<file path="config.mk">
export PLATFORM = sky130hd
export DESIGN_NAME = difftest_inject_irqc
export DESIGN_NICKNAME = d
export VERILOG_FILES = /design/src/rtl/difftest_inject_irqc.sv
export SDC_FILE = /design/constraint.sdc
export NUM_CORES = 1
export LEC_CHECK = 0
export CORE_MARGIN = 4
export CORE_UTILIZATION = 50
export CTS_BUF_LIST = sky130_fd_sc_hd__clkbuf_2
export CTS_CLUSTER_SIZE = 40
export DETAILED_ROUTE_END_ITERATION = 8
export GPL_TIMING_DRIVEN = 0
export PLACE_DENSITY = 0.8
export SLEW_MARGIN = 15
export SYNTH_ARGS = -nofsm -noshare
export SYNTH_HDL_FRONTEND = slang
export SYNTH_SLANG_ARGS = --single-unit
</file>
<file path="constraint.sdc">
create_clock -name clk -period 2.05 [get_ports clk]
set_input_delay 0.41 -clock clk [delete_from_list [all_inputs] [get_ports clk]]
set_output_delay 0.41 -clock clk [all_outputs]
set_load 0.01 [all_outputs]
</file>
<file path="src/rtl/difftest_inject_irqc.sv">
// difftest_inject_irqc
// Queues IRQ set/clear commands from an emulator, drives them one at a time
// onto level IRQ lines feeding the DUT's interrupt controller, then waits for
// the controller's pending register to reflect the change (or times out) and
// reports the outcome with a one-cycle response pulse.
//
// Ports:
//   clk, rst_n              clock, synchronous active-low reset
//   inj_valid/inj_ready     command handshake; inj_irq = line number,
//                           inj_set = 1 assert / 0 deassert
//   irq_o                   level IRQ lines into the DUT
//   irqc_irr                DUT pending register, used for confirmation
//   rsp_valid               one-cycle completion pulse
//   rsp_irq, rsp_status     completed IRQ number and 0=OK/1=TIMEOUT/2=BADIRQ
//                           (held between pulses)
//   busy                    command queued or in flight
module difftest_inject_irqc #(
  parameter int CONFIG_NUM_IRQ        = 32,
  parameter int CONFIG_INJ_TIMEOUT    = 16,
  parameter int CONFIG_INJ_FIFO_DEPTH = 4
) (
  input  logic                      clk,
  input  logic                      rst_n,
  input  logic                      inj_valid,
  output logic                      inj_ready,
  input  logic [4:0]                inj_irq,
  input  logic                      inj_set,
  output logic [CONFIG_NUM_IRQ-1:0] irq_o,
  input  logic [CONFIG_NUM_IRQ-1:0] irqc_irr,
  output logic                      rsp_valid,
  output logic [4:0]                rsp_irq,
  output logic [1:0]                rsp_status,
  output logic                      busy
);

  localparam int AW = $clog2(CONFIG_INJ_FIFO_DEPTH);
  localparam int CW = $clog2(CONFIG_INJ_TIMEOUT + 1);

  localparam logic [1:0] ST_OK      = 2'd0;
  localparam logic [1:0] ST_TIMEOUT = 2'd1;
  localparam logic [1:0] ST_BADIRQ  = 2'd2;

  typedef enum logic [1:0] {IDLE, DRIVE, WAIT, RESP} state_t;

  state_t state_reg, state_next;

  // Command queue: {irq, set} per entry; pointers carry one extra bit so
  // full and empty are distinguishable when the low bits coincide.
  logic [5:0]    fifo_mem [CONFIG_INJ_FIFO_DEPTH];
  logic [AW:0]   wr_ptr_reg, rd_ptr_reg;
  logic          fifo_full, fifo_empty, push, pop;

  logic [4:0]    cmd_irq_reg;
  logic          cmd_set_reg;
  logic [CW-1:0] cnt_reg;
  logic [4:0]    rsp_irq_reg;
  logic [1:0]    rsp_status_reg;
  logic [CONFIG_NUM_IRQ-1:0] irq_reg;

  logic          cmd_bad, irr_match;
  logic          load_status, cnt_clr, cnt_inc;
  logic [1:0]    status_next;
  logic [31:0]   irr_ext;

  assign fifo_empty = (wr_ptr_reg == rd_ptr_reg);
  assign fifo_full  = (wr_ptr_reg[AW] != rd_ptr_reg[AW]) &&
                      (wr_ptr_reg[AW-1:0] == rd_ptr_reg[AW-1:0]);

  // Full is judged on the registered pointers only, so a pop in the same
  // cycle never opens a slot. During reset the queue is treated as empty.
  assign inj_ready = !fifo_full || !rst_n;
  assign push      = inj_valid && !fifo_full;
  assign pop       = (state_reg == IDLE) && !fifo_empty;

  // Zero-extend so any 5-bit command index selects a defined bit.
  assign irr_ext   = 32'(irqc_irr);
  assign cmd_bad   = int'(cmd_irq_reg) >= CONFIG_NUM_IRQ;
  assign irr_match = (irr_ext[cmd_irq_reg] == cmd_set_reg);

  always_ff @(posedge clk) begin
    if (rst_n && push) begin
      fifo_mem[wr_ptr_reg[AW-1:0]] <= {inj_irq, inj_set};
    end
  end

  always_ff @(posedge clk) begin
    if (!rst_n) begin
      state_reg      <= IDLE;
      wr_ptr_reg     <= '0;
      rd_ptr_reg     <= '0;
      cmd_irq_reg    <= '0;
      cmd_set_reg    <= 1'b0;
      cnt_reg        <= '0;
      rsp_irq_reg    <= '0;
      rsp_status_reg <= '0;
    end else begin
      state_reg <= state_next;
      if (push) wr_ptr_reg <= wr_ptr_reg + 1'b1;
      if (pop) begin
        rd_ptr_reg  <= rd_ptr_reg + 1'b1;
        cmd_irq_reg <= fifo_mem[rd_ptr_reg[AW-1:0]][5:1];
        cmd_set_reg <= fifo_mem[rd_ptr_reg[AW-1:0]][0];
      end
      if (cnt_clr)      cnt_reg <= '0;
      else if (cnt_inc) cnt_reg <= cnt_reg + 1'b1;
      if (load_status) begin
        rsp_irq_reg    <= cmd_irq_reg;
        rsp_status_reg <= status_next;
      end
    end
  end

  // One flop per line; only the addressed line is written while in DRIVE.
  // An out-of-range index matches no line, leaving all of them untouched.
  generate
    for (genvar gi = 0; gi < CONFIG_NUM_IRQ; gi++) begin : g_irq
      always_ff @(posedge clk) begin
        if (!rst_n) begin
          irq_reg[gi] <= 1'b0;
        end else if (state_reg == DRIVE && cmd_irq_reg == 5'(gi)) begin
          irq_reg[gi] <= cmd_set_reg;
        end
      end
    end
  endgenerate

  always_comb begin
    state_next  = state_reg;
    load_status = 1'b0;
    status_next = ST_OK;
    cnt_clr     = 1'b0;
    cnt_inc     = 1'b0;
    case (state_reg)
      IDLE: begin
        if (!fifo_empty) state_next = DRIVE;
      end
      DRIVE: begin
        if (cmd_bad) begin
          status_next = ST_BADIRQ;
          load_status = 1'b1;
          state_next  = RESP;
        end else begin
          cnt_clr    = 1'b1;
          state_next = WAIT;
        end
      end
      WAIT: begin
        // Confirmation wins over timeout when both happen together.
        if (irr_match) begin
          status_next = ST_OK;
          load_status = 1'b1;
          state_next  = RESP;
        end else if (cnt_reg == CW'(CONFIG_INJ_TIMEOUT - 1)) begin
          status_next = ST_TIMEOUT;
          load_status = 1'b1;
          state_next  = RESP;
        end else begin
          cnt_inc = 1'b1;
        end
      end
      RESP: begin
        state_next = IDLE;
      end
      default: state_next = IDLE;
    endcase
  end

  assign irq_o      = irq_reg;
  assign rsp_valid  = (state_reg == RESP);
  assign rsp_irq    = rsp_irq_reg;
  assign rsp_status = rsp_status_reg;
  assign busy       = (state_reg != IDLE) || !fifo_empty;

endmodule

</file>
==> metrics.cfg <==
[status]
status=finished clean

[yosys]
synth_area_leaders=dfxtp_1, edfxtp_1, mux2i_1
synthesis.area_sq_um=3974
postSynth.asyncResetShare=0
synth_flop_cell=dfxtp_1
synth_edf_count=24
syn_avg_cell_area_sq_um=9.861
syn_inst=403
yosysWarningCount=0
synth_seq_cells=81
ys_seq_area_frac=0.4685
yosysTopAreaCell=dfxtp_1
syn-num-nets=455
ys_types=39
synth_top_area_frac=0.2872

[layout]
drive_above_1_share=0.1381
syn_to_final_growth_pct=31.27
regArea_sq_um=1873
largest_reg_flops=32
diodes=0
n_fill_cell=617
multi_input_area_sq_um=2018
final_nets=554

[clock_tree]
clockBufferDepth=2
hold_buffers=0
clock-sinks=81
clk_latency_ns=0.52
htreeDepth=3
clockRootBuffer=clkbuf_2
cts_buffers=9
cts_tree=done
clk_pin_slew_ns=0.27

[pwr]
clkPwrFrac=0.154
p_switching_mw=1.916
total_power_mw=4.927
vdd_drop_max_uv=539.9
p_leak_nw=1.832
switching_share=0.3890
p_per_area_nw_per_um2=944.5
comb_power_share=0.460
power.internal_mw=3.010
seq_power_share=0.386

[detailed_routing]
dr.pass1.iters=4
ant_nets=0
wl_mm=9.683
vias=3200
wl_per_cell_um=15.90
drc_errors=0
drt_iter0_markers=142
avgViaCountPerCell=5.255

[global_routing]
gr-usage-met1=0.2565
grt_max_degree=16
antenna_found_initial=0
grt_pass1_vias=3192
grt_util_met3=0.05599
met2_usage=0.3498
overflow=0
track_usage=0.2044
grt.busiest_layer=met2
grt_pass1_wl_mm=15.81

[sta]
hold_violations=0
fmax_ghz=0.4947
finalCritPeriodShare=0.9860
finClkSkew_ns=0.04161
min_period_ns=2.021
relSlewSlack=0.5744
worstMarginPinSlew_ns=0.6336
setup_viol=0
holdWs_ns=0.2483
slew_violations=0
finalSetupTns_ns=0
rsz0062_at_grt=yes
setup_slack_ns=0.02869

[placement]
io_buffers=80
place_ws_ns=-0.2827
dp_hpwl_mm=7.006
place_congestion=0.8515

[floorplanning]
rows=32
die_w_um=97.15
die_h_um=97.15
io_pins=83
dieArea_sq_um=9438
start_util=0.5142
core_area_sq_um=7727

[worst_setup_path]
crit_path_max_fanout=8
start_kind=register
worstPathArrival_ns=2.50
end_kind=register
critPathKind=reg -> reg
cp.required_ns=2.53

[run]
max-cap-violations=0

[worst_hold_path]
holdCritPathClass=in -> reg

-- metal layers --
layer | share of wire | vias up
met5 | 0 | -
met4 | 0.0046 | 0
met3 | 0.050 | 4
met2 | 0.49 | 74
met1 | 0.45 | 1531
li1 | - | 1591
-- cell type report --
| type | instances | area share |
|---|---|---|
| plain buffers | 27 | 0.03550 |
| clock buffers | 9 | 0.008635 |
| clock inverters | 7 | 0.01055 |
| inverters | 6 | 0.004318 |
| multi-input cells | 287 | 0.3869 |
| flip-flops and latches | 81 | 0.3591 |
| well taps | 102 | 0.02447 |
| repair buffers | 90 | 0.1705 |
-- layout by cell type (no fill, tap or decap), drive strengths merged, types with 16 or more instances in the layout --
cell type and n:
clkdlybuf4s50 77, nand2 58, dfxtp 57, mux2i 39, a21boi 26, clkbuf 26, nor2 25, edfxtp 24
nor2b 23, buf 22, nand3 20, o21ai 16
-- cells in the mapped netlist (4+ instances only) --
cell type and number:
nand2_1 58, dfxtp_1 57, mux2i_1 38, a21boi_0 25, nor2_1 25, edfxtp_1 24, nor2b_1 23, nand3_1 20
clkbuf_1 18, o21ai_0 16, ha_1 11, nand2b_1 9, nor3_1 8, and2_1 6, and3_1 6, inv_1 6
mux4_2 6, a21oi_1 5, nand4_1 5, xor2_1 5, a22oi_1 4, buf_4 4, xnor2_1 4
-- power by group through the flow --
stage	Sequential, mW	Combinational [mW]	Clock, mW
finish	1.90	2.27	0.760
global route	1.92	2.48	0.862
CTS	1.87	2.08	0.774
detailed placement	1.89	1.97	0
global placement	1.89	1.92	0
floorplan	1.87	1.47	0
-- cell families after synthesis --
logic type	after synthesis	synth area share
xor gates and xnor gates	9	0.01983
DFF	81	0.4685
and+or+nand+nor	163	0.1971
adders and majority gates	11	0.03463
buffers and inverters	35	0.04565
muxes	45	0.1354
other	1	0.0009437
AOI/OAI and AO/OA	58	0.09792
-- stage by stage --
step                      std cells  instance area (sq um)  utilization
final                           609                   5216       0.6750
after global routing            609                   5216       0.6750
after CTS                       606                   5087       0.6584
after detailed placement        585                   4902       0.6344
after global placement          585                   4902       0.6344
after floorplan                 403                   3974            -
-- worst paths after layout --
path | from | to | slack, ns | cells past startpoint
min | rst_n | rsp_status[0] | 0.25 | 3
max reg2reg | cmd_irq_reg[2] | cnt_reg[3] | 0.03 | 9
max | cmd_irq_reg[2] | cnt_reg[3] | 0.03 | 9
min reg2reg | irq_o[2] | irq_o[2] | 0.48 | 2
-- timing repair --
action / CTS / global route
hold endpoints to repair: 0 / 0
pin swaps: 2 / 8
buffers inserted: 6 / 3
setup endpoints to repair: 31 / 40
resized for setup: 26 / 25
gates cloned: 0 / 1
-- critical path: stages, from the launching register on --
cell     delay [ns]
dfxtp_2        0.38
buf_8          0.14
buf_12         0.13
mux2i_1        0.19
a22oi_1        0.12
nand3_2        0.08
and4_4         0.26
mux2i_4        0.38
nand4_1        0.17
mux2i_1        0.17
Power figures use the tool's default switching activity.
